`src/rtl/pipe_hazard_ctrl.sv`:
```
// Central hazard controller for the 5-stage core: load-use stalls, taken-branch
// squashes in MEM, data-memory handshake with timeout, and stall/flush counters.
module pipe_hazard_ctrl #(
    parameter int CNT_W       = 32,
    parameter int MEM_TIMEOUT = 16
) (
    input  logic             CLK,
    input  logic             RESET_N,
    input  logic             MemRead_EX,
    input  logic [4:0]       wrin_EX,
    input  logic [4:0]       rs_ID,
    input  logic [4:0]       rt_ID,
    input  logic             uses_rt_ID,
    input  logic             Branch_MEM,
    input  logic             ZERO_MEM,
    input  logic             MemRead_MEM,
    input  logic             MemWrite_MEM,
    input  logic             mem_ready,
    output logic             mem_req,
    output logic             pipe_en,
    output logic             PCWrite,
    output logic             IF_ID_Write,
    output logic             PCSrc,
    output logic             IF_ID_Flush,
    output logic             ID_EX_Flush,
    output logic             EX_MEM_Flush,
    output logic             mem_err,
    output logic [CNT_W-1:0] stall_count,
    output logic [CNT_W-1:0] flush_count
);

    localparam int WC_W = $clog2(MEM_TIMEOUT + 1);

    typedef enum logic [1:0] {
        S_RUN      = 2'd0,
        S_MEM_WAIT = 2'd1,
        S_ERROR    = 2'd2
    } state_t;

    state_t          state, state_n;
    logic [WC_W-1:0] wcnt, wcnt_n;
    logic            memop, taken, lu;
    logic            waiting, lu_stall, stall_evt;

    assign memop = MemRead_MEM | MemWrite_MEM;
    assign taken = Branch_MEM & ZERO_MEM;
    assign lu    = MemRead_EX & (wrin_EX != 5'd0) &
                   ((wrin_EX == rs_ID) | (uses_rt_ID & (wrin_EX == rt_ID)));

    always_comb begin
        state_n      = state;
        wcnt_n       = wcnt;
        waiting      = 1'b0;
        lu_stall     = 1'b0;
        mem_req      = 1'b0;
        pipe_en      = 1'b0;
        PCWrite      = 1'b0;
        IF_ID_Write  = 1'b0;
        PCSrc        = 1'b0;
        IF_ID_Flush  = 1'b0;
        ID_EX_Flush  = 1'b0;
        EX_MEM_Flush = 1'b0;
        case (state)
            S_RUN, S_MEM_WAIT: begin
                mem_req = memop | (state == S_MEM_WAIT);
                waiting = (state == S_MEM_WAIT) ? !mem_ready : (memop & !mem_ready);
                if (waiting) begin
                    // Counter holds the number of frozen cycles so far, including this one
                    wcnt_n  = (state == S_RUN) ? WC_W'(1) : wcnt + 1'b1;
                    state_n = (wcnt_n == WC_W'(MEM_TIMEOUT)) ? S_ERROR : S_MEM_WAIT;
                end else begin
                    state_n = S_RUN;
                    wcnt_n  = '0;
                    pipe_en = 1'b1;
                    if (taken) begin
                        PCSrc        = 1'b1;
                        PCWrite      = 1'b1;
                        IF_ID_Write  = 1'b1;
                        IF_ID_Flush  = 1'b1;
                        ID_EX_Flush  = 1'b1;
                        EX_MEM_Flush = 1'b1;
                    end else if (lu) begin
                        ID_EX_Flush = 1'b1;
                        lu_stall    = 1'b1;
                    end else begin
                        PCWrite     = 1'b1;
                        IF_ID_Write = 1'b1;
                    end
                end
            end
            default: ;
        endcase
        // Reset forces every control line low regardless of state/inputs
        if (!RESET_N) begin
            lu_stall     = 1'b0;
            mem_req      = 1'b0;
            pipe_en      = 1'b0;
            PCWrite      = 1'b0;
            IF_ID_Write  = 1'b0;
            PCSrc        = 1'b0;
            IF_ID_Flush  = 1'b0;
            ID_EX_Flush  = 1'b0;
            EX_MEM_Flush = 1'b0;
        end
    end

    assign mem_err   = (state == S_ERROR);
    assign stall_evt = !pipe_en | lu_stall;

    always_ff @(posedge CLK or negedge RESET_N) begin
        if (!RESET_N) begin
            state       <= S_RUN;
            wcnt        <= '0;
            stall_count <= '0;
            flush_count <= '0;
        end else begin
            state <= state_n;
            wcnt  <= wcnt_n;
            if (stall_evt && (stall_count != {CNT_W{1'b1}}))
                stall_count <= stall_count + 1'b1;
            if (PCSrc && (flush_count != {CNT_W{1'b1}}))
                flush_count <= flush_count + 1'b1;
        end
    end

endmodule

```
`config.mk`:
```
export PLATFORM = sky130hd
export DESIGN_NAME = pipe_hazard_ctrl
export DESIGN_NICKNAME = d
export VERILOG_FILES = /design/src/rtl/pipe_hazard_ctrl.sv
export SDC_FILE = /design/constraint.sdc
export NUM_CORES = 1
export LEC_CHECK = 0
export ABC_AREA = 1
export CORE_MARGIN = 10
export CORE_UTILIZATION = 30
export CTS_CLUSTER_DIAMETER = 120
export CTS_CLUSTER_SIZE = 28
export DETAILED_ROUTE_END_ITERATION = 8
export PLACE_DENSITY_LB_ADDON = 0.3
export RECOVER_POWER = 50
export SETUP_SLACK_MARGIN = 0.15
export SLEW_MARGIN = 0
export SYNTH_ARGS = -nofsm -noshare
export SYNTH_HDL_FRONTEND = slang
export SYNTH_SLANG_ARGS = --single-unit
```
`constraint.sdc`:
```
create_clock -name CLK -period 2.9 [get_ports CLK]
set_input_delay 0.435 -clock CLK [delete_from_list [all_inputs] [get_ports CLK]]
set_output_delay 0.435 -clock CLK [all_outputs]
set_load 0.05 [all_outputs]
```
==> results of run 1 <==
-- worst max-delay path: cells and delay by family, from the launching register on --
kind | cells | cell delay, ns
buf+inv | 4 | 0.68
simple gates | 5 | 0.50
flops | 1 | 0.45
-- cell usage after synthesis (all sizes together) --
| cell | instances | area [sq um] |
|---|---|---|
| o31ai | 1 | 7.51 |
| a21boi | 1 | 7.51 |
| nor2 | 85 | 339 |
| ha | 3 | 37.5 |
| nand3b | 14 | 105 |
| nand3 | 62 | 320 |
| and3 | 1 | 6.26 |
| o21ai | 26 | 130 |
| nand4 | 6 | 52.6 |
| buf | 17 | 129 |
| or2 | 1 | 6.26 |
| xnor2 | 4 | 35.0 |
| a21oi | 2 | 10.0 |
| xor2 | 29 | 254 |
| inv | 83 | 314 |
| dfrtp | 71 | 1780 |
| o32ai | 1 | 8.76 |
| nor3 | 31 | 170 |
| nand2 | 317 | 1210 |
-- final cells by class --
cell class	instances	area (sq um)	share of cell area
well taps	216	270	0.0422
clock buffers	9	225	0.0351
inverters	83	314	0.0490
flip-flops and latches	71	1780	0.277
multi-input cells	584	2690	0.420
clock inverters	7	81.3	0.0127
repair buffers	101	1050	0.164
-- flip-flops by register name, summed over array words and instances (netlist names) --
name and count:
flush_count 32, stall_count 32, wcnt 5, state 2
-- metrics by stage --
step,std cells,power [mW],util,hold slack (ns)
final,1071,2.23,0.401,0.526
after global routing,1071,2.31,0.401,0.572
after CTS,1071,2.26,0.402,0.391
after detailed placement,1055,1.09,0.383,0.517
after global placement,1055,1.09,0.383,0.502
after floorplan,755,1.03,-,0.139
-- power by group through the flow --
stage               logic (mW)  registers, mW  clock network [mW]
floorplan               0.0216           1.01                   0
global placement        0.0825           1.01                   0
detailed placement      0.0829           1.01                   0
CTS                     0.0831          0.990                1.18
global route            0.0921          0.990                1.23
finish                  0.0788          0.990                1.16
-- logic make-up (layout without fill, tap and decap cells) --
logic type,after synthesis,after routing,share of synthesized area
fa+ha+maj,3,3,0.00763
flops,71,71,0.361
xor+xnor,33,33,0.0587
buf+inv,100,200,0.0900
compound gates,31,31,0.0333
simple gates,517,517,0.449
-- metal layers --
| metal | GRT usage | vias to the layer above | wire length [um] |
|---|---|---|---|
| met5 | 0 | - | 0 |
| met4 | 0.0421 | 0 | 247 |
| met3 | 0.0425 | 14 | 1110 |
| met2 | 0.211 | 155 | 6500 |
| met1 | 0.174 | 2245 | 6830 |
| li1 | - | 2556 | - |
-- final timing paths --
path	startpoint	endpoint	slack, ns
max in group asynchronous	RESET_N	stall_count[9]$_DFFE_PN0P_	1.07
worst max register to register	flush_count[1]$_DFFE_PN0P_	flush_count[5]$_DFFE_PN0P_	0.56
worst min register to register	wcnt[1]$_DFFE_PN0N_	wcnt[1]$_DFFE_PN0N_	0.53
min in group asynchronous	RESET_N	wcnt[1]$_DFFE_PN0N_	0.77
worst max-delay path	state[1]$_DFFE_PN0N_	PCWrite	0.48
worst min-delay path	wcnt[1]$_DFFE_PN0N_	wcnt[1]$_DFFE_PN0N_	0.53
==> impl_metrics.env, run 1 <==
export IMPL_pre_cts_ws_ns=0.343
export IMPL_vias=4970
export IMPL_ys_seq_area_frac=0.361
export IMPL_critPathArrivalTime_ns=1.98
export IMPL_p_seq_frac=0.445
export IMPL_hpwl_mm=11.3
export IMPL_antenna_found_initial=0
export IMPL_switching_share=0.235
export IMPL_slew_limit_headroom=-0.192
export IMPL_fp_dieH_um=148
export IMPL_gr_usage_all_layers=0.135
export IMPL_clkPwrFrac=0.520
export IMPL_nets=877
export IMPL_cts_sinks=71
export IMPL_combPwrFrac=0.035
export IMPL_r2r_cells=10
export IMPL_wirelength_mm=14.7
export IMPL_cp_max_fo=7
export IMPL_startpoint_type="register"
export IMPL_placed_area_sq_um=6120
export IMPL_drtIter0Drc=329
export IMPL_io_buffer_count=96
export IMPL_cap_viol_max_count=1
export IMPL_final_common_cell="nand2_1"
export IMPL_p_switching_uw=524
export IMPL_wire_per_inst_um=13.7
export IMPL_fp_dieW_um=148
export IMPL_syn_nets=782
export IMPL_ioPinCount=97
export IMPL_finClkSkew_ns=0.00968
export IMPL_p_int_mw=1.70
export IMPL_drc_errors=0
export IMPL_yosys_warnings=0
export IMPL_cts_resized=0
export IMPL_grt_overflow=0
export IMPL_crit_slowest_cell="dfrtp_1"
export IMPL_via_per_inst=4.64
export IMPL_rsz0062_at_grt="false"
export IMPL_clk_pin_slew_worst_paths_ns=0.06
export IMPL_cts_setup_buffers=0
export IMPL_cts_root_buf="clkbuf_16"
export IMPL_setup_violations=0
export IMPL_syn2layout_area_growth_pct=30.3
export IMPL_fp_dieArea_sq_um=21900
export IMPL_hold_violations=0
export IMPL_status="finished with violations"
export IMPL_synth_seq_cells=71
export IMPL_tightestPinTransition_ns=1.79
export IMPL_power_density_nw_per_um2=347
export IMPL_hold_path_class="register to register"
export IMPL_max_stage_delay_ns=0.45
export IMPL_most_common_layout_cells="315 x nand2_1, 81 x inv_1, 81 x nor2_1"
export IMPL_worstPathRequired_ns=2.47
export IMPL_timing_final_crit_share=0.834
export IMPL_coreArea_sq_um=16000
export IMPL_drt_pass1_iterations=5
export IMPL_numCtsBuffers=9
export IMPL_num_rows=46
export IMPL_endpoint_kind="output port"
export IMPL_cts_max_level=3
export IMPL_gp_congestion=0.915
export IMPL_ir_drop_mv=0.259
export IMPL_whs_path_depth=2
export IMPL_grt_max_degree=72
export IMPL_static_leakage_power_nw=3.07
export IMPL_initial_core_util=0.307
export IMPL_path_cells="inv_1 -> nand2_1 -> nand2_1 -> nand2_1 -> nand3_2 -> inv_1 -> nand2_2 -> inv_1 -> buf_12"
export IMPL_fin_area_sq_um=6410
export IMPL_drtAntennaViolNets=0
export IMPL_max_freq_ghz=0.414
export IMPL_grt_pass1_vias=4834
export IMPL_drive_gt1_frac=0.0503
export IMPL_finalWorstSetupSlack_ns=0.482
export IMPL_crit_type="register to output port"
export IMPL_fin_setup_tns_ns=0
export IMPL_syn_inst=755
export IMPL_violations="capacitance limit, slew limit"
export IMPL_clk_path_buf_depth=2
export IMPL_post_synth_cell_area_avg_sq_um=6.52
export IMPL_hold_buffers=0
export IMPL_period_minus_slack_ns=2.42
export IMPL_insertion_delay_ns=0.35
export IMPL_antenna_cells=0
export IMPL_num_fill_cells=1733
export IMPL_cts_tree="done"
export IMPL_grt_pass1_wl_mm=24.5
export IMPL_syn_cell_area_sq_um=4920
export IMPL_yosysUniqueCellTypes=31
export IMPL_drv_slew=72
Power figures use the tool's default switching activity.
==> inputs of run 2 (changes only) <==
==> constraint.sdc (replaced) <==
create_clock -name CLK -period 2.1 [get_ports CLK]
set_input_delay 0.315 -clock CLK [delete_from_list [all_inputs] [get_ports CLK]]
set_output_delay 0.315 -clock CLK [all_outputs]
set_load 0.05 [all_outputs]
==> impl_metrics.env, run 2 (synthesized netlist as in run 1, its figures left out) <==
export IMPL_pre_cts_ws_ns=-0.0857
export IMPL_antenna_found_initial=1
export IMPL_grt_pass1_vias=4775
export IMPL_rr_endpoint="flush_count[28]$_DFFE_PN0P_"
export IMPL_clkPwrFrac=0.486
export IMPL_hpwl_mm=11.8
export IMPL_static_leakage_power_nw=3.22
export IMPL_fp_dieW_um=148
export IMPL_dp_cells=1067
export IMPL_period_minus_slack_ns=1.95
export IMPL_gp_congestion=0.901
export IMPL_fin_setup_tns_ns=0
export IMPL_p_seq_frac=0.474
export IMPL_initial_core_util=0.307
export IMPL_layout_cells_non_filler=1100
export IMPL_nets=905
export IMPL_hold_path_class="register to register"
export IMPL_status="complete, no violations"
export IMPL_fp_dieH_um=148
export IMPL_rrSetupSlack_ns=0.24
export IMPL_final_core_util=0.413
export IMPL_drv_slew=0
export IMPL_crit_type="register to output port"
export IMPL_finClkSkew_ns=0.0100
export IMPL_p_int_mw=2.21
export IMPL_gr_usage_all_layers=0.138
export IMPL_cts_tree="done"
export IMPL_syn2layout_area_growth_pct=34.3
export IMPL_clk_path_buf_depth=2
export IMPL_p_switching_uw=672
export IMPL_wirelength_mm=15.5
export IMPL_power_density_nw_per_um2=436
export IMPL_io_buffer_count=96
export IMPL_startpoint_type="register"
export IMPL_r2r_start="flush_count[1]$_DFFE_PN0P_"
export IMPL_ioPinCount=97
export IMPL_setup_violations=0
export IMPL_switching_share=0.233
export IMPL_endpoint_kind="output port"
export IMPL_grt_max_degree=53
export IMPL_wire_per_inst_um=14.1
export IMPL_fp_dieArea_sq_um=21900
export IMPL_whs_path_depth=2
export IMPL_tightestPinTransition_ns=1.31
export IMPL_final_common_cell="nand2_1"
export IMPL_drtIter0Drc=299
export IMPL_slew_limit_headroom=0.128
export IMPL_hp_start="wcnt[1]$_DFFE_PN0N_"
export IMPL_ir_drop_mv=0.403
export IMPL_cts_sinks=71
export IMPL_drive_gt1_frac=0.104
export IMPL_via_per_inst=4.56
export IMPL_max_freq_ghz=0.514
export IMPL_rsz0062_at_grt="true"
export IMPL_timing_final_crit_share=0.927
export IMPL_grt_overflow=0
export IMPL_cts_root_buf="clkbuf_16"
export IMPL_coreArea_sq_um=16000
export IMPL_hold_violations=0
export IMPL_vias=5018
export IMPL_worstPathRequired_ns=1.78
export IMPL_r2r_cells=11
export IMPL_grt_pass1_wl_mm=24.6
export IMPL_num_rows=46
export IMPL_finalWorstSetupSlack_ns=0.154
export IMPL_critPathArrivalTime_ns=1.63
export IMPL_most_common_layout_cells="309 x nand2_1, 78 x nor2_1, 76 x inv_1"
export IMPL_numCtsBuffers=9
export IMPL_combPwrFrac=0.039
export IMPL_cts_max_level=3
export IMPL_drc_errors=0
export IMPL_reg_top3="flush_count: 32 flops, stall_count: 32 flops, wcnt: 5 flops"
export IMPL_clk_pin_slew_worst_paths_ns=0.06
export IMPL_insertion_delay_ns=0.34
export IMPL_cap_viol_max_count=0
export IMPL_drt_pass1_iterations=5
export IMPL_cp_max_fo=3
export IMPL_worst_hold_path_endpoint="wcnt[1]$_DFFE_PN0N_"
export IMPL_drtAntennaViolNets=0
==> run 2: changes by cell type in the layout (fill, tap and decap cells not counted), moves of 5 or more <==
cell             before  now
dlygate4sd3_1        25    1
buf_4                 4   21
dfrtp_2               0    5
inv_1                81   76
dfrtp_1              71   66
clkdlybuf4s50_1      62   22
nand2_1             315  309
dlygate4sd2_1         0   31
clkinvlp_4            1    6
clkbuf_1              2   35
==> run 2: worst max-delay path by stage <==
stage	from	end	slack, ns	depth (start not counted)
after global placement	wrin_EX[4]	IF_ID_Write	-0.06	11
after global routing	state[1]$_DFFE_PN0N_	PCWrite	0.08	9
after CTS	state[1]$_DFFE_PN0N_	PCWrite	0.08	9
after detailed placement	wrin_EX[4]	stall_count[5]$_DFFE_PN0P_	-0.09	13
final	state[1]$_DFFE_PN0N_	PCWrite	0.15	9
after floorplan	state[1]$_DFFE_PN0N_	PCWrite	-0.17	10
==> run 2: timing repair <==
item                                    in CTS  in global routing
pin swaps                                    7                 13
setup buffers                                7                  5
gates resized for setup                     42                 53
endpoints found under the setup margin      60                 90
hold buffers                                 1                  0
gates cloned                                 0                  3
endpoints found under the hold margin       19                  0
==> run 2: stage by stage <==
stage	power, mW	hold WS, ns	cell area, sq um
finish	2.88	0.517	6610
global route	3.02	0.568	6610
CTS	2.93	0.288	6580
detailed placement	1.51	0.344	6250
global placement	1.51	0.341	6250
floorplan	1.42	0.0194	4950
==> run 2: layout make-up <==
cell class	count	area, sq um
timing repair buffer	128	1130
clock buffer	11	233
inverter	83	324
antenna	1	2.50
sequential	71	1780
tap	216	270
multi-input combinational	585	2830
clock inverter	5	35.0
fill	1722	9390
==> run 2: routing by layer <==
metal	wire, um	GRT usage	vias up
met1	7330	0.180	2263
met2	6960	0.209	134
met5	0	0	-
met3	985	0.0446	18
li1	-	-	2603
met4	263	0.0486	0
==> run 2: power by group through the flow <==
| stage | clock network, mW | registers (mW) | logic [mW] |
|---|---|---|---|
| after global routing | 1.52 | 1.37 | 0.131 |
| after detailed placement | 0 | 1.39 | 0.117 |
| after CTS | 1.45 | 1.37 | 0.115 |
| after floorplan | 0 | 1.39 | 0.0299 |
| final | 1.40 | 1.37 | 0.114 |
| after global placement | 0 | 1.39 | 0.116 |
==> run 2: worst max-delay path: stages (launching register included) <==
cell,delay (ns)
dfrtp_2,0.43
inv_4,0.07
nand2_4,0.05
nand2_4,0.07
nand2_4,0.06
nand3_4,0.09
clkinvlp_4,0.11
nand2_4,0.08
clkinvlp_4,0.15
buf_12,0.18
==> inputs of run 3 (changes only) <==
--- a/config.mk
+++ b/config.mk
@@ -18,3 +18,4 @@
 export SYNTH_ARGS = -nofsm -noshare
 export SYNTH_HDL_FRONTEND = slang
 export SYNTH_SLANG_ARGS = --single-unit
+export TNS_END_PERCENT = 5
==> impl_metrics.env, run 3 (synthesized netlist as in run 1, its figures left out) <==
export IMPL_status="finished with violations"
export IMPL_violations="capacitance limit, slew limit"
export IMPL_fp_dieH_um=148
export IMPL_timing_final_crit_share=0.954
export IMPL_insertion_delay_ns=0.34
export IMPL_cap_viol_max_count=1
export IMPL_drv_slew=72
export IMPL_grt_pass1_wl_mm=25.2
export IMPL_wirelength_mm=15.0
export IMPL_hpwl_mm=11.7
export IMPL_rsz0062_at_grt="true"
export IMPL_vias=4953
export IMPL_drtAntennaViolNets=0
export IMPL_drt_pass1_iterations=4
export IMPL_cp_max_fo=5
export IMPL_worstPathBufferInverterCount=1
export IMPL_fp_dieW_um=148
export IMPL_r2r_start="stall_count[1]$_DFFE_PN0P_"
export IMPL_gr_usage_all_layers=0.141
export IMPL_crit_slowest_cell="clkdlybuf4s50_1"
export IMPL_reg_top3="flush_count: 32 flops, stall_count: 32 flops, wcnt: 5 flops"
export IMPL_crit_family="buffers and inverters"
export IMPL_wire_per_inst_um=13.6
export IMPL_initial_core_util=0.307
export IMPL_endpoint_kind="output port"
export IMPL_grt_max_degree=72
export IMPL_power_density_nw_per_um2=469
export IMPL_nets=903
export IMPL_cts_tree="done"
export IMPL_clk_pin_slew_worst_paths_ns=0.06
export IMPL_drtIter0Drc=301
export IMPL_static_leakage_power_nw=3.16
export IMPL_hold_violations=0
export IMPL_tightestPinTransition_ns=1.64
export IMPL_rr_endpoint="stall_count[10]$_DFFE_PN0P_"
export IMPL_grt_overflow=0
export IMPL_dp_cells=1072
export IMPL_fp_dieArea_sq_um=21900
export IMPL_cts_root_buf="clkbuf_16"
export IMPL_max_freq_ghz=0.499
export IMPL_drive_gt1_frac=0.0898
export IMPL_rrSetupSlack_ns=0.18
export IMPL_numCtsBuffers=9
export IMPL_startpoint_type="register"
export IMPL_coreArea_sq_um=16000
export IMPL_total_power_mw=3.12
export IMPL_antenna_found_initial=0
export IMPL_clk_path_buf_depth=2
export IMPL_drc_errors=0
export IMPL_via_per_inst=4.52
export IMPL_final_common_cell="nand2_1"
export IMPL_most_common_layout_cells="311 x nand2_1, 81 x nor2_1, 78 x inv_1"
export IMPL_cts_sinks=71
export IMPL_cts_max_level=3
export IMPL_period_minus_slack_ns=2.00
export IMPL_max_stage_delay_ns=0.86
export IMPL_antenna_cells=0
export IMPL_hold_buffers=0
export IMPL_path_cells="clkdlybuf4s50_1"
export IMPL_crit_type="register to output port"
export IMPL_worstPathRequired_ns=1.78
export IMPL_setup_violations=0
export IMPL_ir_drop_mv=0.366
export IMPL_critPathArrivalTime_ns=1.69
export IMPL_grt_pass1_vias=4896
export IMPL_io_buffer_count=96
export IMPL_num_rows=46
export IMPL_syn2layout_area_growth_pct=35.1
export IMPL_r2r_cells=9
export IMPL_ioPinCount=97
export IMPL_layout_cells_non_filler=1096
export IMPL_final_core_util=0.415
export IMPL_hold_path_class="input pin to async pin"
export IMPL_slew_limit_headroom=-0.0927
export IMPL_gp_congestion=0.929
export IMPL_finClkSkew_ns=0.00914
[run 3: changes by cell type in the layout (fill, tap and decap cells not counted), moves of 4 or more]
| cell | previous run | this run |
|---|---|---|
| clkdlybuf4s50_1 | 22 | 62 |
| clkbuf_1 | 35 | 5 |
| dlygate4sd2_1 | 31 | 15 |
| buf_4 | 21 | 29 |
| dlygate4sd3_1 | 1 | 6 |
| buf_12 | 11 | 7 |
| clkinvlp_4 | 6 | 2 |
[run 3: final cells by class]
| cell class | instances | area (sq um) |
|---|---|---|
| inverter | 83 | 324 |
| sequential | 71 | 1780 |
| clock inverter | 4 | 70.1 |
| tap | 216 | 270 |
| multi-input combinational | 584 | 2740 |
| timing repair buffer | 127 | 1220 |
| fill | 1731 | 9350 |
| clock buffer | 11 | 243 |
[run 3: worst max path at each step]
stage	to	startpoint	depth (start not counted)
final	stall_count[6]	stall_count[6]$_DFFE_PN0P_	1
after global routing	stall_count[26]$_DFFE_PN0P_	stall_count[1]$_DFFE_PN0P_	9
after CTS	stall_count[25]	stall_count[25]$_DFFE_PN0P_	1
after detailed placement	stall_count[16]$_DFFE_PN0P_	wrin_EX[4]	13
after global placement	PCWrite	wrin_EX[4]	11
after floorplan	PCWrite	state[1]$_DFFE_PN0N_	10
[run 3: metrics by stage]
step	setup WS (ns)	instance area (sq um)	setup TNS (ns)	hold WS [ns]
floorplan	-0.171	4950	-0.171	0.0194
global placement	-0.107	6270	-2.44	0.500
detailed placement	-0.0966	6270	-2.49	0.508
CTS	0.0894	6650	0	0.302
global route	0.0256	6650	0	0.578
finish	0.0967	6650	0	0.511
[run 3: per-layer routing]
metal	track usage	share of wire	up-vias
li1	-	-	2590
met1	0.185	0.49	2265
met2	0.215	0.44	85
met3	0.0464	0.057	13
met4	0.0426	0.013	0
met5	0	0	-
[run 3: power by group]
part,total [mW],switching (mW),internal (mW),leakage (nW)
Clock,1.64,0.581,1.06,0.155
Sequential,1.37,0,1.37,0.897
Combinational,0.105,0.0618,0.0433,2.11
[run 3: what timing repair did]
action                                  4_1_cts  5_1_grt
pin swaps                                    11        2
resized for setup                            23        4
endpoints found under the setup margin       65      106
buffers inserted                              7        2
==> RTL edit 1 (flow settings as in run 3) <==
The parameter `CNT_W` goes from 32 to 64.
--- a/src/rtl/pipe_hazard_ctrl.sv
+++ b/src/rtl/pipe_hazard_ctrl.sv
@@ -3,3 +3,3 @@
 module pipe_hazard_ctrl #(
-    parameter int CNT_W       = 32,
+    parameter int CNT_W       = 64,
     parameter int MEM_TIMEOUT = 16
Interface: changed (resized flush_count and stall_count); port bits go from 97 to 161. No check against the original RTL was run, so the function may have changed too.
==> RTL edit 1 against run 3 <==
Setup slack got worse by 60 ps; wire length rose to 2.6 times the old value; sequential power rose by 90%; sequential cell count rose by 64; area after synthesis rose by 95%; clock power rose by 95%; total power rose by 91%; final area rose by 110%.
==> RTL edit 1: results (changes against run 3) <==
| Metric | Value |
|---|---|
| Status | completed (was finished with violations) |
| Hold WS | 57.8 ps (was 511 ps) |
| CP startpoint | state[1] (was stall_count[6]) |
| Top FF cell, synth | dfrtp_1 (unchanged) |
| Arr. time, crit path | 1750 ps (was 1690 ps) |
| #MultiIn Comb | 1287 (was 584) |
| First-pass GRT wire length | 59600 um (was 25200 um) |
| Pleak | 6.57 nW (was 3.16 nW) |
| Transition time at the pin with the least slew margin | 774 ps (was 1640 ps) |
| Clk_skew | 17.3 ps (was 9.14 ps) |
| R2r setup slk | 110 ps (was 180 ps) |
| Critical Path Max Stage Delay | 390 ps (was 860 ps) |
| HPWL after DPL | 30400 um (was 11700 um) |
| Crit Path Max Fanout | 3 (was 5) |
| Drt total wl | 38900 um (was 15000 um) |
| Multi-input combinational area share | 45.1% (was 41.2%) |
| Non-clock buffer share | 19.0% (was 18.4%) |
| Synth top cells by count | nand2_1, nor2_1, dfrtp_1 (was nand2_1, nor2_1, inv_1) |
| Maximum vdd drop | 480 uV (was 366 uV) |
| ClkCell Share | 4.39% (was 4.71%) |
| # fillers | 3296 (was 1731) |
| Post-CTS Resized | 182 (was 23) |
| First DRT Iteration DRCs | 904 (was 301) |
| Placer Congestion | 0.992 (was 0.929) |
| All-Layer GR Usage | 19.4% (was 14.1%) |
| Largest net degree at the start of global routing | 136 (was 72) |
| Top flop regs | flush_count: 64 flops, stall_count: 64 flops, wcnt: 5 flops (was flush_count: 32 flops, stall_count: 32 flops, wcnt: 5 flops) |
| Top post-synthesis cells by area | dfrtp_1, nand2_1, nor2_1 (unchanged) |
| Vias in the first global route | 10900 (was 4896) |
| # port buffers | 160 (was 96) |
| Setup bufs post-CTS | 4 (was 7) |
| Critical register-to-register path startpoint | flush_count[0] (was stall_count[1]) |
| Yosys cell types | 27 (was 31) |
| Sequential power share | 43.7% (was 43.9%) |
| Inverters | 109 (was 83) |
| Final net count | 1867 (was 903) |
| Drt first pass iters | 5 (was 4) |
| Num CTS Buffers | 17 (was 9) |
| Critical R2R Capture | flush_count[0] (was stall_count[10]) |
| Non-CTS buffers | 290 (was 127) |
| Non-Filler Instances | 2255 (was 1096) |
| Worst slack at placement | -96.2 ps (was -96.6 ps) |
| Switch share | 23.7% (was 20.6%) |
| Yosys reg bits | 135 (was 71) |
| Worst-skew pair later-pin latency | 430 ps (was 340 ps) |
| CTS H-Tree Depth | 4 (was 3) |
| Vias per std cell | 4.89 (was 4.52) |
| Register area share after synthesis | 35.2% (was 36.1%) |
| Crit path capture | PCWrite (was stall_count[6]) |
| Placed insts | 2215 (was 1072) |
| Final Critical Period | 2060 ps (was 2000 ps) |
| CP max-delay cell | dfrtp_1 (was clkdlybuf4s50_1) |
| Mapped Cells | 1568 (was 755) |
| Sequential cell area share | 24.8% (was 26.8%) |
[RTL edit 1: cell families (layout without fill, tap and decap cells)]
kind of cell             count (synthesis)  in the layout  share of synthesized area [%]
AO/OA/AOI/OAI                           62             62                           3.40
adder cells (fa/ha/maj)                  3              3                          0.391
AND/OR/NAND/NOR                       1153           1153                           48.0
flip-flops                             135            135                           35.2
XOR/XNOR                                69             69                           6.30
buffers and inverters                  146            431                           6.65
[RTL edit 1: per-stage QoR]
stage               TNS [ps]  utilization (%)  total power, mW  instance area [sq um]
floorplan                  0                -             2.68                   9670
global placement        -956             40.0             2.80                  12600
CTS                        0             42.0             6.01                  13300
detailed placement     -3530             40.0             2.80                  12600
finish                     0             43.7             5.95                  13800
global route           -80.6             43.7             6.13                  13800
[RTL edit 1: metal layers]
metal,track usage (%),part of all wire [%],vias up
met1,23.3,41,5171
met4,6.61,3.0,0
met2,34.0,49,358
li1,-,-,5430
met5,0,0,-
met3,3.58,6.4,61
==> RTL edit 2 (flow settings as in run 3) <==
Without the edit above. Make the reset (`RESET_N`) synchronous in one clocked block.
--- a/src/rtl/pipe_hazard_ctrl.sv
+++ b/src/rtl/pipe_hazard_ctrl.sv
@@ -109,3 +109,3 @@
 
-    always_ff @(posedge CLK or negedge RESET_N) begin
+    always_ff @(posedge CLK) begin
         if (!RESET_N) begin
Function: differs if RESET_N is asserted again (counterexample within 4 cycles, from zero or initial values and one cycle with RESET_N low); with RESET_N held inactive, the same outputs for 10 cycles.
==> RTL edit 2 against run 3 <==
Final area fell by 2.9%; first-iteration DRC count fell by 2.3%; synthesized cell count rose by 1.1%; sequential cell count did not move; wire length fell by 1.3%; non-clock buffer count rose by 5; area after synthesis fell by 4.5%; setup slack improved by 5.5 ps.
Power is not compared: it rests on default switching activity, and its combinational part moved more than twofold at a synthesized area within 25%.
==> RTL edit 2: results (changes against run 3) <==
| Metric | Value |
|---|---|
| Final net count | 907 (was 903) |
| Crit path max-delay family | buffers and inverters (unchanged) |
| Slew Limit Fails | 0 (was 72) |
| Compound-Gate Fraction of Synth Area | 8.52% (was 3.33%) |
| Synth top cells by count | nand2_1, nor2_1, dfxtp_1 (was nand2_1, nor2_1, inv_1) |
| DR WL/cell | 13.5 um (was 13.6 um) |
| Post-synthesis adder-cell area fraction | 0.799% (was 0.763%) |
| Worst slack at placement | 5.34 ps (was -96.6 ps) |
| Hold WC Path Type | reg -> reg (was in -> async) |
| Top post-synthesis cells by area | dfxtp_1, nand2_1, nor2_1 (was dfrtp_1, nand2_1, nor2_1) |
| Post-Synth XOR/XNOR Area | 8.20% (was 5.87%) |
| Register area share after synthesis | 30.3% (was 36.1%) |
| Drt first pass iters | 5 (was 4) |
| First-pass GRT wire length | 24600 um (was 25200 um) |
| Transition time at the pin with the least slew margin | 795 ps (was 1640 ps) |
| All-Layer GR Usage | 13.9% (was 14.1%) |
| Via count | 5086 (was 4953) |
| Yosys cell types | 28 (was 31) |
| Top FF cell, synth | dfxtp_1 (was dfrtp_1) |
| Status | completed (was finished with violations) |
| # port buffers | 96 (unchanged) |
| Crit Path Max Fanout | 6 (was 5) |
| Largest net degree at the start of global routing | 68 (was 72) |
| Asr flop ratio synth | 0% (was 100%) |
| Critical Path Max Stage Delay | 870 ps |
| Share of layout cells above drive strength 1 | 10.1% (was 8.98%) |
| Clk_skew | 7.47 ps (was 9.14 ps) |
| Placed Instance Area | 6140 sq um (was 6270 sq um) |
| HPWL after DPL | 11400 um (was 11700 um) |
| First DRT Iteration DRCs | 294 (was 301) |
| Placer Congestion | 0.885 (was 0.929) |
| # fillers | 1630 (was 1731) |
| Vias in the first global route | 4856 (was 4896) |
| Syn_nets | 790 (was 782) |
[RTL edit 2: power by group]
part	total (mW)	internal (mW)	leakage [nW]	switching (mW)
clock network	1.42	0.847	0.129	0.573
registers	1.37	1.36	0.575	0.0114
logic	0.328	0.133	1.80	0.194
[RTL edit 2: worst min-delay path, stage by stage (launching register included)]
cell and delay [ps]:
dfxtp_1 310, nand2_1 50, a21oi_1 50
[RTL edit 2: cell families after synthesis]
group | count (synthesis)
simple gates | 479
compound gates | 76
buf+inv | 90
fa+ha+maj | 3
xor+xnor | 44
flops | 71
[RTL edit 2: layout make-up]
cell class,instances,share of cell area [%]
clock buffers,11,3.92
multi-input cells,602,44.7
flip-flops and latches,71,22.1
repair buffers,132,21.1
clock inverters,3,0.310
inverters,64,3.78
well taps,211,4.09
[RTL edit 2: through the flow]
step / hold WS [ps] / utilization [%] / instances
after floorplan: 436 / - / 763
after global placement: 448 / 40.2 / 1076
after detailed placement: 454 / 40.2 / 1076
after CTS: 462 / 42.2 / 1092
after global routing: 490 / 42.3 / 1094
final: 454 / 42.3 / 1094
[RTL edit 2: repair_timing]
action	CTS	global route
pin swaps	3	6
buffers inserted	2	2
endpoints found under the setup margin	43	115
gates resized for setup	8	18
[RTL edit 2: worst paths after layout]
path | endpoint | cells after the start | start | slack, ps
max | stall_count[21] | 1 | stall_count[21] | 100
max reg2reg | stall_count[2] | 13 | state[1] | 210
min | wcnt[4] | 2 | wcnt[4] | 450
min reg2reg | wcnt[4] | 2 | wcnt[4] | 450
[RTL edit 2: routing by layer]
layer  share of wire [%]  wire [um]  up-vias  global-route usage [%]
li1                    -          -     2666                       -
met1                  48       7150     2268                    18.1
met2                  43       6420      139                    21.0
met3                 7.0       1030       13                    4.91
met4                 1.1        165        0                    4.35
met5                   0          0        -                       0
